===== src/rtl/uart_rx_buffer.sv =====
// Receive-side byte FIFO: UART strobes in, valid/ready out, sticky overflow and saturating drop count.
// Define UART_RX_EOL_FILTER_EN to fold CR and CRLF line endings into a single LF.
module uart_rx_buffer #(
  parameter int unsigned DEPTH_LOG2 = 3
) (
  input  logic                  clk,
  input  logic                  rst,
  input  logic [7:0]            i_rx_data,
  input  logic                  i_rx_valid,
  output logic [7:0]            o_data,
  output logic                  o_valid,
  input  logic                  i_ready,
  output logic [DEPTH_LOG2:0]   o_count,
  output logic                  o_full,
  output logic                  o_empty,
  output logic                  o_overflow,
  input  logic                  i_clr_ovf,
  output logic [7:0]            o_drop_cnt
);

  localparam int unsigned DEPTH = 1 << DEPTH_LOG2;
  localparam int unsigned CW    = DEPTH_LOG2 + 1;
  localparam logic [CW-1:0] FULL_CNT = CW'(DEPTH);

  logic [7:0]            mem [DEPTH];
  logic [DEPTH_LOG2-1:0] wr_ptr, rd_ptr;
  logic [CW-1:0]         count;

  logic       push_req;
  logic [7:0] push_byte;
  logic       pop, accept, drop, full;

`ifdef UART_RX_EOL_FILTER_EN
  localparam logic [7:0] CR = 8'h0D;
  localparam logic [7:0] LF = 8'h0A;

  typedef enum logic {IDLE, SAW_CR} filt_state_t;
  filt_state_t state, state_next;

  always_ff @(posedge clk) begin
    if (rst) state <= IDLE;
    else     state <= state_next;
  end

  // Advances on every strobe regardless of whether the FIFO can take the byte.
  always_comb begin
    state_next = state;
    push_req   = 1'b0;
    push_byte  = i_rx_data;
    if (i_rx_valid) begin
      case (state)
        IDLE: begin
          push_req = 1'b1;
          if (i_rx_data == CR) begin
            push_byte  = LF;
            state_next = SAW_CR;
          end
        end
        SAW_CR: begin
          if (i_rx_data == LF) begin
            state_next = IDLE;
          end else if (i_rx_data == CR) begin
            push_req  = 1'b1;
            push_byte = LF;
          end else begin
            push_req   = 1'b1;
            state_next = IDLE;
          end
        end
        default: state_next = IDLE;
      endcase
    end
  end
`else
  always_comb begin
    push_req  = i_rx_valid;
    push_byte = i_rx_data;
  end
`endif

  always_comb begin
    full   = (count == FULL_CNT);
    pop    = (count != '0) && i_ready;
    // A pop in the same edge frees the slot, so a full FIFO still accepts.
    accept = push_req && (!full || pop);
    drop   = push_req && full && !pop;
  end

  always_ff @(posedge clk) begin
    if (!rst && accept) mem[wr_ptr] <= push_byte;
  end

  always_ff @(posedge clk) begin
    if (rst) begin
      wr_ptr <= '0;
      rd_ptr <= '0;
      count  <= '0;
    end else begin
      if (accept) wr_ptr <= wr_ptr + DEPTH_LOG2'(1);
      if (pop)    rd_ptr <= rd_ptr + DEPTH_LOG2'(1);
      case ({accept, pop})
        2'b10:   count <= count + CW'(1);
        2'b01:   count <= count - CW'(1);
        default: count <= count;
      endcase
    end
  end

  // A drop in the same edge as a clear wins: the counter restarts at one.
  always_ff @(posedge clk) begin
    if (rst) begin
      o_overflow <= 1'b0;
      o_drop_cnt <= '0;
    end else if (drop) begin
      o_overflow <= 1'b1;
      if (i_clr_ovf)                o_drop_cnt <= 8'd1;
      else if (o_drop_cnt != 8'hFF) o_drop_cnt <= o_drop_cnt + 8'd1;
    end else if (i_clr_ovf) begin
      o_overflow <= 1'b0;
      o_drop_cnt <= '0;
    end
  end

  always_comb begin
    o_count = count;
    o_full  = full;
    o_empty = (count == '0);
    o_valid = (count != '0);
    o_data  = o_valid ? mem[rd_ptr] : 8'h00;
  end

endmodule


===== config.mk =====
export PLATFORM = sky130hd
export DESIGN_NAME = uart_rx_buffer
export DESIGN_NICKNAME = d
export VERILOG_FILES = /design/src/rtl/uart_rx_buffer.sv
export SDC_FILE = /design/constraint.sdc
export NUM_CORES = 1
export LEC_CHECK = 0
export ABC_AREA = 0
export CORE_AREA = 3 3 84 86
export DETAILED_ROUTE_END_ITERATION = 10
export DIE_AREA = 0 0 87 89
export PLACE_DENSITY_LB_ADDON = 0.05
export SLEW_MARGIN = 20
export SYNTH_ARGS = -nofsm -noshare
export SYNTH_HDL_FRONTEND = slang
export SYNTH_SLANG_ARGS = --single-unit

===== constraint.sdc =====
create_clock -name clk -period 2.9 [get_ports clk]
set_input_delay 0.58 -clock clk [delete_from_list [all_inputs] [get_ports clk]]
set_output_delay 0.58 -clock clk [all_outputs]
set_load 0.01 [all_outputs]

==> flow_metrics.py <==
metrics = {
    "final_layout": {
        "n_antenna_cell": 0,
        "sequential_cell_area_mm2": 0.00236,
        "final_design_area_no_fill_mm2": 0.00428,
        "num-fill-cells": 458,
        "final_cell_mix": "64 x edfxtp_1, 36 x clkdlybuf4s50_1, 27 x nor2_1, 21 x dfxtp_1, 16 x mux4_2",
        "layout_commonest_cell": "edfxtp_1",
        "area.growth.synth_to_final_pct": 20.8,
        "layout_net_count": 296,
        "layoutNonFillerInstCount": 360,
        "multi_input_area_mm2": 0.00112,
        "drive_gt1_share_pct": 20.5,
    },
    "routing": {
        "route.layer.met1.wl_um": 2810,
        "dr_wl_met2_um": 3180,
        "num_vias": 2037,
        "drcViolationCount": 0,
        "initialDrtViolationCount": 67,
        "ant_nets": 0,
        "drt_pre_antenna_iters": 4,
        "detail_route.vias_per_cell": 5.66,
        "routed_wl_um": 6420,
        "detailroute.wirelength.met3_um": 301,
        "dr.max_layer_used": "met4",
        "wl_per_cell_um": 17.8,
    },
    "timing": {
        "clock.fmax_ghz": 0.366,
        "post-route-period-util_pct": 94.1,
        "max_slew.worst_pin.slew_ns": 0.607,
        "report.final.hold_viol_count": 0,
        "setup-violations-final": 0,
        "finClkSkew_ns": 0.0120,
        "rsz0062_at_grt": "false",
        "slew_headroom_pct": 59.0,
        "final_max_slew_viol_count": 0,
        "setup_tns_ns": 0,
        "whs_ns": 0.508,
        "min_period_ns": 2.73,
    },
    "worst_setup_path": {
        "cp_max_fo": 9,
        "cp_slowest_stage_delay_ns": 0.56,
        "crit-reg2reg-launch": "o_count[0]",
        "reg2reg_to": "o_count[2]",
        "crit_path_start_kind": "flip-flop",
        "timing.reg2reg.setup_slack_ns": 0.59,
        "cp_data_required_time_ns": 2.32,
        "crit_path_end_kind": "primary output",
        "timing.critical_path.cells": "buf_4, mux4_2, mux2i_1, nor2_1, clkdlybuf4s50_1",
        "crit_slowest_cell": "dfxtp_1",
        "criticalPathCategory": "reg2out",
        "crit_arrival_ns": 2.15,
        "rr_worst_depth": 7,
    },
    "min_path": {
        "timing.hold.worst_endpoint": "rd_ptr[1]",
        "hold_path.class": "reg2reg",
        "worstHoldPathCells": 2,
        "min_from": "rd_ptr[1]",
    },
    "floorplan": {
        "fp.coreArea_mm2": 0.00635,
        "design.die.area_mm2": 0.00774,
        "die_x_um": 87,
        "initial_standard_cell_utilization_of_the_core_pct": 55.8,
        "die_h_um": 89,
        "ports_placed_on_the_boundary": 37,
        "std_cell_rows": 29,
    },
    "clocking": {
        "cts.sink_count": 86,
        "numCtsBuffers": 9,
        "clock_tree_from_tritoncts": "yes",
        "clock_latency_ns": 0.34,
        "cts-root-buf": "clkbuf_8",
        "clock_tree.htree_level_count": 3,
        "cts.reportedPaths.clkPinSlew_ns": 0.08,
        "clock_tree.buffer_depth": 2,
        "post-cts-setup-buffers": 0,
    },
    "synth": {
        "async_reset_ff_share_pct": 0,
        "postSynthAreaPerCell_um2": 15.3,
        "seq_area_frac_synth_pct": 66.7,
        "synthesis.nets": 248,
        "mappedNetlistArea_mm2": 0.00354,
        "register_bit_count_reported_by_yosys": 86,
        "synthCells": 231,
        "synth.distinct_cells": 45,
        "synth-warning-count": 0,
        "number_of_enable_type_register_cells_in_the_synthesized_netlist": 64,
        "yosys_most_used_dff": "edfxtp_1",
    },
    "global_route": {
        "antenna_violations_before_repair": 0,
        "grt_pass1_vias": 2061,
        "grt_usage_pct": 18.3,
        "grt_start_max_net_pins": 17,
        "wire_length_of_the_first_global_routing_pass_um": 10300,
        "grt_overflow": 0,
    },
    "power": {
        "comb_power_share_pct": 20.4,
        "p_sw_uw": 687,
        "cellLeakagePower_nw": 1.40,
        "design_power_total_mw": 2.84,
        "sequentialPowerShare_pct": 49.2,
        "vdd_drop_max_v": 0.000409,
        "power.share.clock_pct": 30.4,
        "power.density_mw_per_mm2": 663,
        "intPower_mw": 2.15,
        "power.share.switching_pct": 24.2,
    },
    "job": {
        "drv.max_cap_violation_count": 0,
    },
    "placement": {
        "dpl-instance-area_mm2": 0.00406,
        "dpl.hpwl_um": 4240,
        "post_placement_cell_count": 344,
        "gpl.final_weighted_congestion": 0.822,
        "buffer_ports.inserted": 36,
    },
    "run_status": {
        "status": "complete, no violations",
    },
}
## logic make-up (layout without fill, tap and decap cells)
family	Yosys count	in the layout	share of synthesized area, %
xor gates and xnor gates	7	7	1.73
AOI/OAI and AO/OA	23	23	4.49
DFF	86	86	66.7
adders and majority gates	4	4	1.41
buffers and inverters	16	68	2.01
and+or+nand+nor	67	67	10.1
muxes	28	28	13.6
## synth_stat cells, types with 2 or more instances
master	n	area share, %
nand2b_1	2	0.35
a31o_2	2	0.49
buf_2	2	0.28
xnor2_1	2	0.49
mux4_2	16	10
xor2_1	5	1.2
nand2_1	4	0.42
dfxtp_1	22	12
a211oi_1	2	0.42
a311oi_1	2	0.49
nor2b_1	4	0.71
nand3_1	3	0.42
nand4_1	4	0.71
and3_1	2	0.35
nor2_1	27	2.9
nor4_1	2	0.35
or2_2	2	0.35
mux2i_1	11	3.1
o211ai_1	3	0.64
nor3b_1	2	0.42
ha_1	4	1.4
edfxtp_1	64	54
clkbuf_1	9	0.95
and2_1	2	0.35
nor3_1	6	0.85
a21oi_1	8	1.1
## sequential cells by signal (all words and copies together) (netlist names), named ones only
signal      cells
rd_ptr          3
o_count         4
wr_ptr          3
o_drop_cnt      8
mem            64
o_overflow      1
## stage by stage
step                      util, %  setup slack (ns)
after floorplan                 -             0.310
after global placement       64.0             0.425
after detailed placement     64.0             0.388
after CTS                    67.2            0.0455
after global routing         67.4            0.0140
final                        67.4             0.171
## power by group through the flow
stage	logic [mW]	registers [mW]	clock network, mW
after floorplan	0.342	1.41	0
after global placement	0.563	1.42	0
after detailed placement	0.563	1.42	0
after CTS	0.565	1.40	0.889
after global routing	0.640	1.40	0.936
final	0.579	1.40	0.863
## worst max-delay path by stage
stage | startpoint | end | depth (start not counted)
2_1_floorplan | i_ready | mem[0][0] | 4
3_3_place_gp | i_rx_valid | o_count[2] | 7
3_5_place_dp | i_rx_valid | o_count[2] | 7
4_1_cts | o_count[1] | o_data[6] | 4
5_1_grt | flip-flop | o_data[7] | 5
6_report | flip-flop | o_data[6] | 5
## timing repair
action | 4_1_cts | 5_1_grt
endpoints found under the hold margin | 0 | 0
resized for setup | 0 | 3
setup endpoints to repair | 0 | 9
hold buffers | 0 | 0
## metal layers
| metal | global-route usage, % | vias to the layer above |
|---|---|---|
| met1 | 23.0 | 988 |
| li1 | - | 992 |
| met2 | 30.4 | 47 |
| met5 | 0 | - |
| met3 | 5.44 | 10 |
| met4 | 6.80 | 0 |
## area by class of cell
class,count,share of cell area [%]
Timing Repair inverter,1,0.117
Sequential cell,86,55.2
Timing Repair Buffer,49,11.0
Clock buffer,11,3.07
Clock inverter,4,1.70
Tap cell,77,2.25
Inverter,3,0.380
Multi-Input combinational cell,129,26.3
## critical path: cells and delay by family (launching register included)
family / cells / cell delay, ns
buffers and inverters: 2 / 0.75
DFF: 1 / 0.56
muxes: 2 / 0.46
and+or+nand+nor: 1 / 0.06
(Power assumes the default switching activity.)
